==> config.mk <==
export PLATFORM = sky130hd
export DESIGN_NAME = layernorm_stats_stream
export DESIGN_NICKNAME = d
export VERILOG_FILES = /design/src/rtl/layernorm_stats_pkg.sv /design/src/rtl/seq_restoring_div.sv /design/src/rtl/layernorm_stats_stream.sv
export SDC_FILE = /design/constraint.sdc
export NUM_CORES = 2
export LEC_CHECK = 0
export ABC_AREA = 0
export CAP_MARGIN = 10
export CORE_ASPECT_RATIO = 1.1
export CORE_MARGIN = 10
export CORE_UTILIZATION = 30
export DETAILED_ROUTE_END_ITERATION = 6
export GPL_TIMING_DRIVEN = 0
export HOLD_SLACK_MARGIN = 0.1
export PLACE_DENSITY = 0.5
export SLEW_MARGIN = 20
export SYNTH_ARGS = -nofsm -noshare
export SYNTH_HDL_FRONTEND = slang
export SYNTH_HIERARCHICAL = 1
export SYNTH_SLANG_ARGS = --single-unit
==> constraint.sdc <==
create_clock -name clk_p -period 7 [get_ports clk_p]
set_clock_uncertainty 0.2 [all_clocks]
set_input_delay 0.7 -clock clk_p [delete_from_list [all_inputs] [get_ports clk_p]]
set_output_delay 0.7 -clock clk_p [all_outputs]
set_load 0.02 [all_outputs]
==> src/rtl/layernorm_stats_pkg.sv <==
// Shared types and width helpers for the LayerNorm row-statistics stage.
package layernorm_stats_pkg;

  typedef enum logic [2:0] {
    ST_IDLE     = 3'd0,
    ST_NUM      = 3'd1,
    ST_DIV_MEAN = 3'd2,
    ST_DIV_VAR  = 3'd3,
    ST_OUT      = 3'd4
  } state_t;

  localparam int     DEFAULT_INPUT_NUM    = 768;
  localparam longint DEFAULT_INPUT_NUM_SQ = 589824;

  function automatic int sum_width(input int iw, input int n);
    return iw + $clog2(n);
  endfunction

  function automatic int sq_width(input int iw, input int n);
    return 2 * iw + $clog2(n);
  endfunction

endpackage

==> src/rtl/seq_restoring_div.sv <==
// Sequential restoring divider: one quotient bit per cycle, MSB first, Q_W cycles.
// quotient is valid (combinationally) in the cycle where done is high.
module seq_restoring_div #(
  parameter int NUM_W = 52,
  parameter int DEN_W = 20,
  parameter int Q_W   = 16
) (
  input  logic             clk,
  input  logic             rst,
  input  logic             start,
  input  logic [NUM_W-1:0] dividend,
  input  logic [DEN_W-1:0] divisor,
  output logic             busy,
  output logic             done,
  output logic [Q_W-1:0]   quotient
);

  localparam int CW    = NUM_W + DEN_W;
  localparam int CNT_W = $clog2(Q_W);

  logic [NUM_W-1:0] rem_q, rem_d;
  logic [CW-1:0]    dsh_q, dsh_d;
  logic [Q_W-1:0]   q_q, q_d, q_next;
  logic [CNT_W-1:0] cnt_q, cnt_d;
  logic             busy_q, busy_d;
  logic             ge;

  always_comb begin
    ge       = CW'(rem_q) >= dsh_q;
    q_next   = {q_q[Q_W-2:0], ge};
    done     = busy_q && (cnt_q == CNT_W'(Q_W - 1));
    quotient = q_next;
    busy     = busy_q;
    rem_d    = rem_q;
    dsh_d    = dsh_q;
    q_d      = q_q;
    cnt_d    = cnt_q;
    busy_d   = busy_q;
    // start wins over an in-flight division so back-to-back divisions lose no cycle
    if (start) begin
      rem_d  = dividend;
      dsh_d  = CW'(divisor) << (Q_W - 1);
      q_d    = '0;
      cnt_d  = '0;
      busy_d = 1'b1;
    end else if (busy_q) begin
      rem_d  = ge ? NUM_W'(CW'(rem_q) - dsh_q) : rem_q;
      dsh_d  = dsh_q >> 1;
      q_d    = q_next;
      cnt_d  = cnt_q + CNT_W'(1);
      busy_d = !done;
    end
  end

  always_ff @(posedge clk or posedge rst) begin
    if (rst) begin
      rem_q  <= '0;
      dsh_q  <= '0;
      q_q    <= '0;
      cnt_q  <= '0;
      busy_q <= 1'b0;
    end else begin
      rem_q  <= rem_d;
      dsh_q  <= dsh_d;
      q_q    <= q_d;
      cnt_q  <= cnt_d;
      busy_q <= busy_d;
    end
  end

endmodule

==> src/rtl/layernorm_stats_stream.sv <==
// Streaming per-row mean / population variance ahead of LayerNorm.
// Row accumulation overlaps the two sequential divisions of the previous row.
module layernorm_stats_stream
  import layernorm_stats_pkg::*;
#(
  parameter int INPUT_WIDTH = 8,
  parameter int INPUT_NUM   = DEFAULT_INPUT_NUM,
  parameter int LANES       = 16
) (
  input  logic                         clk_p,
  input  logic                         rst,
  input  logic [INPUT_WIDTH*LANES-1:0] data,
  input  logic                         data_valid_n,
  output logic                         data_ready,
  output logic [INPUT_WIDTH-1:0]       mean,
  output logic [2*INPUT_WIDTH-1:0]     variance,
  output logic                         stat_valid_n,
  input  logic                         stat_ready,
  output logic [2:0]                   state_dbg,
  output logic                         div_busy_dbg
);

  localparam int     BEATS = INPUT_NUM / LANES;
  localparam int     SUM_W = sum_width(INPUT_WIDTH, INPUT_NUM);
  localparam int     SQ_W  = sq_width(INPUT_WIDTH, INPUT_NUM);
  localparam int     NUM_W = 2 * SQ_W;
  localparam int     Q_W   = 2 * INPUT_WIDTH;
  localparam int     CNT_W = $clog2(BEATS);
  localparam longint N_SQ  = longint'(INPUT_NUM) * longint'(INPUT_NUM);
  localparam int     DEN_W = $clog2(N_SQ + 1);

  state_t                  state_q, state_d;
  logic [CNT_W-1:0]        beat_cnt_q, beat_cnt_d;
  logic signed [SUM_W-1:0] acc_sum_q, acc_sum_d, shadow_sum_q, shadow_sum_d, beat_sum;
  logic [SQ_W-1:0]         acc_sq_q, acc_sq_d, shadow_sq_q, shadow_sq_d, beat_sq;
  logic [NUM_W-1:0]        num_q, num_d, num_calc;
  logic signed [NUM_W-1:0] sum_ext, sum_sqr;
  logic [INPUT_WIDTH-1:0]  mean_q, mean_d;
  logic [Q_W-1:0]          var_q, var_d;
  logic signed [2*INPUT_WIDTH-1:0] lane;
  logic [2*INPUT_WIDTH-1:0]        lane_sq;
  logic [SUM_W-1:0]        abs_sum;
  logic                    beat_last, accept, last_acc;
  logic                    div_start, div_busy, div_done;
  logic [NUM_W-1:0]        div_num;
  logic [DEN_W-1:0]        div_den;
  logic [Q_W-1:0]          div_q;

  // A finished row may only land when the shadow is free, or frees this very cycle.
  assign beat_last  = beat_cnt_q == CNT_W'(BEATS - 1);
  assign data_ready = !(beat_last && state_q != ST_IDLE) || (state_q == ST_OUT && stat_ready);
  assign accept     = !data_valid_n && data_ready;
  assign last_acc   = accept && beat_last;

  always_comb begin
    beat_sum = '0;
    beat_sq  = '0;
    lane     = '0;
    lane_sq  = '0;
    for (int k = 0; k < LANES; k++) begin
      lane     = {{INPUT_WIDTH{data[(k+1)*INPUT_WIDTH-1]}}, data[k*INPUT_WIDTH +: INPUT_WIDTH]};
      lane_sq  = lane * lane;
      beat_sum = beat_sum + SUM_W'(lane);
      beat_sq  = beat_sq + SQ_W'(lane_sq);
    end
  end

  always_comb begin
    beat_cnt_d   = beat_cnt_q;
    acc_sum_d    = acc_sum_q;
    acc_sq_d     = acc_sq_q;
    shadow_sum_d = shadow_sum_q;
    shadow_sq_d  = shadow_sq_q;
    if (accept) begin
      if (beat_last) begin
        shadow_sum_d = acc_sum_q + beat_sum;
        shadow_sq_d  = acc_sq_q + beat_sq;
        acc_sum_d    = '0;
        acc_sq_d     = '0;
        beat_cnt_d   = '0;
      end else begin
        acc_sum_d  = acc_sum_q + beat_sum;
        acc_sq_d   = acc_sq_q + beat_sq;
        beat_cnt_d = beat_cnt_q + CNT_W'(1);
      end
    end
  end

  // N*sum(x^2) - sum(x)^2 equals N^2 * variance, so it is never negative.
  assign sum_ext  = NUM_W'(shadow_sum_q);
  assign sum_sqr  = sum_ext * sum_ext;
  assign num_calc = NUM_W'(INPUT_NUM) * NUM_W'(shadow_sq_q) - $unsigned(sum_sqr);
  assign abs_sum  = shadow_sum_q[SUM_W-1] ? $unsigned(-shadow_sum_q) : $unsigned(shadow_sum_q);
  assign div_num  = (state_q == ST_NUM) ? NUM_W'(abs_sum) : num_q;
  assign div_den  = (state_q == ST_NUM) ? DEN_W'(INPUT_NUM) : DEN_W'(N_SQ);

  always_comb begin
    state_d   = state_q;
    num_d     = num_q;
    mean_d    = mean_q;
    var_d     = var_q;
    div_start = 1'b0;
    case (state_q)
      ST_IDLE:     if (last_acc) state_d = ST_NUM;
      ST_NUM: begin
        num_d     = num_calc;
        div_start = 1'b1;
        state_d   = ST_DIV_MEAN;
      end
      ST_DIV_MEAN: if (div_done) begin
        mean_d    = shadow_sum_q[SUM_W-1] ? -div_q[INPUT_WIDTH-1:0] : div_q[INPUT_WIDTH-1:0];
        div_start = 1'b1;
        state_d   = ST_DIV_VAR;
      end
      ST_DIV_VAR:  if (div_done) begin
        var_d   = div_q;
        state_d = ST_OUT;
      end
      ST_OUT:      if (stat_ready) state_d = last_acc ? ST_NUM : ST_IDLE;
      default:     state_d = ST_IDLE;
    endcase
  end

  always_ff @(posedge clk_p or posedge rst) begin
    if (rst) begin
      state_q      <= ST_IDLE;
      beat_cnt_q   <= '0;
      acc_sum_q    <= '0;
      acc_sq_q     <= '0;
      shadow_sum_q <= '0;
      shadow_sq_q  <= '0;
      num_q        <= '0;
      mean_q       <= '0;
      var_q        <= '0;
    end else begin
      state_q      <= state_d;
      beat_cnt_q   <= beat_cnt_d;
      acc_sum_q    <= acc_sum_d;
      acc_sq_q     <= acc_sq_d;
      shadow_sum_q <= shadow_sum_d;
      shadow_sq_q  <= shadow_sq_d;
      num_q        <= num_d;
      mean_q       <= mean_d;
      var_q        <= var_d;
    end
  end

  seq_restoring_div #(
    .NUM_W(NUM_W),
    .DEN_W(DEN_W),
    .Q_W  (Q_W)
  ) u_div (
    .clk     (clk_p),
    .rst     (rst),
    .start   (div_start),
    .dividend(div_num),
    .divisor (div_den),
    .busy    (div_busy),
    .done    (div_done),
    .quotient(div_q)
  );

  assign mean         = mean_q;
  assign variance     = var_q;
  assign stat_valid_n = !(state_q == ST_OUT);
  assign state_dbg    = state_q;
  assign div_busy_dbg = div_busy;

endmodule

Yosys cells after proc, flatten, opt, wreduce, memory -nomap -nowiden
Index checks and enable logic that the tools add are counted.

Bitwise logic cells: 0. Multipliers: 18. Equality and inequality tests: 10. Add/sub/neg operators: 38. Muxes and demuxes: 26. Shift operators: 0. Reductions and logical operators: 19. Divide/modulo/power cells: 0. Order comparisons: 1.

Operators with widths (count): 8-bit by 8-bit multiplier with 16-bit output (16); 52-bit two-way mux (4); 72-bit two-way mux (2); 26-bit by 16-bit adder with 26-bit output (5); 18-bit by 8-bit adder with 18-bit output (5); 52-bit by 72-bit greater-or-equal comparator with 1-bit output (1); 52-bit subtractor (1); 37-bit by 36-bit subtractor with 38-bit output (1); 18-bit by 18-bit multiplier with 36-bit output (1); 18-bit two-way mux (2); 15-bit two-way mux (2); 2-bit by 26-bit multiplier with 28-bit output, first input constant (1); 25-bit by 16-bit adder with 26-bit output (1); 26-bit adder (1); 26-bit two-way mux (1); 24-bit by 16-bit adder with 25-bit output (1); 23-bit by 16-bit adder with 24-bit output (1); 22-bit by 16-bit adder with 23-bit output (1); 21-bit by 16-bit adder with 22-bit output (1); 20-bit by 16-bit adder with 21-bit output (1); 19-bit by 16-bit adder with 20-bit output (1); 20-bit two-way mux (1); 18-bit by 16-bit adder with 19-bit output (1); 17-bit by 16-bit adder with 18-bit output (1); other kinds (37) (59).

ROM bits: 0. Memories kept: 0. Output and inout port bits: 30. Flip-flop bits (word level): 317. RAM bits: 0. Bits in latches: 0. Word-level logic and storage cells: 126.

Longest topological paths before layout
Depth in word-level cells: 18. Depth in mapped cells: 39.

Modules after synthesis
The synthesis kept the hierarchy.

Modules (own cells, without submodules): layernorm_stats_stream (instances 1, area an instance 64498.1 µm², cells each 6871); seq_restoring_div (instances 1, area an instance 7247.0 µm², cells each 867).

Worst setup path after synthesis
Ideal clock, no wire load.

Kind: in2reg. Start point: input port data[63]. End point: register shadow_sq_q[25]. Data required time: 6669 ps. Cell stages on the path: 35. Setup slack: -2989 ps. Path buffers: 1. Data arrival time: 9658 ps. Path through: clkbuf_1 > inv_1 > fa_1 > inv_1 > fa_1 > fa_1 > inv_1 > fa_1 > inv_1 > ha_1 > a21oi_1 > o21bai_1 > a21oi_1 > o21bai_1 > a21oi_1 > xnor2_1 > fa_1 > inv_1 > fa_1 > fa_1 > inv_1 > fa_1 > fa_1 > inv_1 > fa_1 > inv_1 > ha_1 > a21o_1 > a21o_1 > a221o_1 > o311ai_1 > a41oi_1 > o2111ai_1 > xnor2_1 > o21ai_1.

Cells in the longest elaborated chain, start to end: 11.

Ends and longest elaborated chain: start, declared (line layernorm_stats_stream.sv:12) `input logic [INPUT_WIDTH*LANES-1:0] data,`; 8-bit by 8-bit multiplier with 16-bit output (line layernorm_stats_stream.sv:62) `lane_sq = lane * lane;`; 22-bit by 16-bit adder with 23-bit output (line layernorm_stats_stream.sv:64) `beat_sq = beat_sq + SQ_W'(lane_sq);`; 23-bit by 16-bit adder with 24-bit output (line layernorm_stats_stream.sv:64); 24-bit by 16-bit adder with 25-bit output (line layernorm_stats_stream.sv:64); 25-bit by 16-bit adder with 26-bit output (line layernorm_stats_stream.sv:64); 26-bit by 16-bit adder with 26-bit output (5 in series) (line layernorm_stats_stream.sv:64); 26-bit adder (line layernorm_stats_stream.sv:77) `shadow_sq_d = acc_sq_q + beat_sq;`; end signal, assigned (line layernorm_stats_stream.sv:141) `shadow_sq_q <= shadow_sq_d;`; end, declared (line layernorm_stats_stream.sv:35) `logic [SQ_W-1:0] acc_sq_q, acc_sq_d, shadow_sq_q, shadow_sq_d, beat_sq;`.

Every way passes these cells. A chain may end at the register's enable or synchronous reset.

Final worst setup path
Start point: input port data[7]. End point: register shadow_sq_q[25].

Cells in the longest elaborated chain, start to end: 17.

Ends and longest elaborated chain (line): 8-bit by 8-bit multiplier with 16-bit output (layernorm_stats_stream.sv:62); 16-bit by 16-bit adder with 17-bit output (layernorm_stats_stream.sv:64); 17-bit by 16-bit adder with 18-bit output (layernorm_stats_stream.sv:64); 18-bit by 16-bit adder with 19-bit output (layernorm_stats_stream.sv:64); 19-bit by 16-bit adder with 20-bit output (layernorm_stats_stream.sv:64); 20-bit by 16-bit adder with 21-bit output (layernorm_stats_stream.sv:64); 21-bit by 16-bit adder with 22-bit output (layernorm_stats_stream.sv:64); 22-bit by 16-bit adder with 23-bit output (layernorm_stats_stream.sv:64); 23-bit by 16-bit adder with 24-bit output (layernorm_stats_stream.sv:64); 24-bit by 16-bit adder with 25-bit output (layernorm_stats_stream.sv:64); 25-bit by 16-bit adder with 26-bit output (layernorm_stats_stream.sv:64); 26-bit by 16-bit adder with 26-bit output (5 in series) (layernorm_stats_stream.sv:64); 26-bit adder (layernorm_stats_stream.sv:77).

Every way passes these cells.

==> results.sh <==
export IMPL_crit_top_cell="fa_1"
export IMPL_cp_slowest_cell="fa_2"
export IMPL_synthDistinctLibCells=95
export IMPL_hold_viol=0
export IMPL_cts_root_buf="clkbuf_16"
export IMPL_worst_pin_slew_ns=0.9727
export IMPL_viasPerCell=4.596
export IMPL_synthSimpleGateAreaFrac_pct=11.63
export IMPL_grt_pass1_vias=57290
export IMPL_antenna_found_initial=8
export IMPL_place_area_um2=78740
export IMPL_drive_gt1_share_pct=14.93
export IMPL_critical_path_class="in2reg"
export IMPL_rsz0062_at_grt="yes"
export IMPL_synth_top_family_by_area="adder cells"
export IMPL_required_ns=7.23
export IMPL_cap_violations=0
export IMPL_pin_count=162
export IMPL_route_detailed_drc=0
export IMPL_fmax_mhz=104.0
export IMPL_r2r_start="shadow_sum_q[17]$_DFFE_PP0P_"
export IMPL_multi_input_comb_area_um2=60560
export IMPL_die_area_um2=259100
export IMPL_fin_nets=10460
export IMPL_status="finished with violations"
export IMPL_grt_pass1_wl_um=330100
export IMPL_gr_total_overflow=0
export IMPL_holdPathStages=2
export IMPL_min_from="num_q[6]$_DFFE_PP0P_"
export IMPL_synth_area_mux_share_pct=1.271
export IMPL_synth_warnings=6
export IMPL_first_pass_iters=6
export IMPL_synth_top_area_share_pct=40.77
export IMPL_drt_wl_total_um=208500
export IMPL_timing_hold_ws_ns=0.2710
export IMPL_synth_area_um2=71750
export IMPL_yosysSeqAreaShare_pct=9.243
export IMPL_clockBufferDepth=3
export IMPL_grt_max_degree=98
export IMPL_violations="setup timing"
export IMPL_arrival_ns=9.84
export IMPL_synth_xor_area_share_pct=5.736
export IMPL_setup_viol=52
export IMPL_area_growth_pct=17.87
export IMPL_postCtsHoldBufs=0
export IMPL_setup_ws_ns=-2.612
export IMPL_drt_initial_drc_count=2310
export IMPL_path_clk_slew_ns=0.06
export IMPL_fp_dieH_um=532.9
export IMPL_numCtsBuffers=34
export IMPL_maxSlewViolCount=0
export IMPL_startpoint="data[7]"
export IMPL_area_sequential_um2=6648
export IMPL_vias=52100
export IMPL_synth_edf_count=0
export IMPL_finalCritPeriodShare_pct=137.3
export IMPL_yosysMostFrequentCell="inv_1"
export IMPL_cts_tree="yes"
export IMPL_synth_ff_type="dfrtp_1"
export IMPL_syn_inst=7738
export IMPL_hold_path_class="reg2reg"
export IMPL_portBuffers=160
export IMPL_fillers=24230
export IMPL_hpwl_um=181800
export IMPL_synth_largest_area_cell="fa_1"
export IMPL_synth_common_cells="inv_1 (1950), fa_1 (1461), ha_1 (694)"
export IMPL_antenna_left=0
export IMPL_rr_worst_depth=25
export IMPL_rows=188
export IMPL_coreArea_um2=238300
export IMPL_end_kind="flop"
export IMPL_final_area_um2=84560
export IMPL_timing_slew_headroom_pct=35.15
export IMPL_avgRoutedWirePerCell_um=18.39
export IMPL_htreeDepth=2
export IMPL_slowest_delay_ns=0.62
export IMPL_cts_sinks=265
export IMPL_utilization_pct=35.49
export IMPL_synth_compound_area_share_pct=7.987
export IMPL_ys_top_cells_by_area="fa_1 (41%), ha_1 (12%), inv_1 (10%)"
export IMPL_die_width_um=486.3
export IMPL_grt_use_total_pct=16.10
export IMPL_crit_path_max_fanout=5
export IMPL_crit_path_start_kind="input port"
export IMPL_place_congestion=0.8960
export IMPL_syn_area_per_cell_um2=9.272
export IMPL_ys_ff_latch=265
export IMPL_worst_skew_pair_late_latency_ns=0.57
export IMPL_min_period_ns=9.612
export IMPL_yosys_area_share_adder_pct=52.87
export IMPL_start_util_pct=30.11
export IMPL_synthArstFlopShare_pct=100.0
## path summary, 6_finish.rpt
path,endpoint,slack [ns]
min,num_q[6]$_DFFE_PP0P_,0.27
min in group asynchronous,u_div/rem_q[51]$_DFFE_PP0P_,0.47
max,shadow_sq_q[25]$_DFFE_PP0P_,-2.61
max in group asynchronous,acc_sq_q[14]$_DFFE_PP0P_,5.18
min reg2reg,num_q[6]$_DFFE_PP0P_,0.27
max reg2reg,num_q[35]$_DFFE_PP0P_,-0.18
## flip-flops by register name (all words and copies together) (netlist names)
signal / cells
u_div/rem_q: 52
num_q: 37
u_div/dsh_q: 35
acc_sq_q: 26
shadow_sq_q: 26
acc_sum_q: 18
shadow_sum_q: 18
variance: 16
u_div/q_q: 15
mean: 8
beat_cnt_q: 6
u_div/cnt_q: 4
state_dbg: 3
u_div/busy: 1
## area by class of cell
class                           instances  area share (%)
Multi-Input combinational cell       5366           71.62
Inverter                             1957           8.846
Sequential cell                       265           7.861
Tap cell                             3135           4.638
Timing Repair Buffer                  391           4.033
Buffer                                155           1.595
Clock buffer                           51           1.237
Clock inverter                         11          0.1554
Antenna cell                            5         0.01480
## logic make-up after synthesis
family | after synthesis
xor gates and xnor gates | 469
adders and majority gates | 2155
muxes | 88
DFF | 265
and+or+nand+nor | 1728
AOI/OAI and AO/OA | 910
other | 1
buffers and inverters | 2122
## per-stage QoR
stage / setup WS, ns / TNS, ns / cells
6_report: -2.612 / -75.62 / 11340
5_1_grt: -2.836 / -88.00 / 11330
4_1_cts: -2.729 / -81.71 / 11260
3_5_place_dp: -4.796 / -208.69 / 11050
3_3_place_gp: -4.754 / -317.06 / 11050
2_1_floorplan: -2.278 / -62.30 / 7753
## worst max-delay path, delay by kind of cell
family          cells  cell delay [ns]
fa+ha+maj          12             5.80
simple gates        2             0.70
buf+inv             7             0.59
compound gates     10             1.86
xor+xnor            1             0.16
## per-layer routing
metal  wire [um]  GRT usage [%]  up-vias
li1            -              -    24500
met1       85520          19.73    26500
met2      108500          29.76      837
met3        5913          1.337      265
met4        8599          4.921        0
met5           0              0        -
## repair_timing
| action | 4_1_cts | 5_1_grt |
|---|---|---|
| setup buffers | 153 | 77 |
| gates cloned | 2 | 0 |
| setup endpoints to repair | 81 | 73 |
| gates resized for setup | 1036 | 403 |
| pin swaps | 189 | 205 |
## placed cells by master, fill, tap and decap left out, types with 45 or more instances in the layout
cell type  count
a21o_1        85
a21oi_1      201
a21oi_2       65
and2_1       238
buf_4        232
buf_6         48
clkbuf_1      83
clkbuf_16     55
dfrtp_1      252
fa_1        1370
fa_2          91
ha_1         594
ha_4          90
inv_1       1841
inv_2         79
mux2i_1       63
nand2_1      594
nand2b_1      45
nand3_1       82
nor2_1       322
nor2b_1       67
nor3_1        61
o21ai_0      164
o21ai_1       47
xnor2_1      293
xor2_1       118
Power is left out: the tool's default activity adds up to more than one toggle a clock period on the data nets, which glitch-free logic cannot reach.
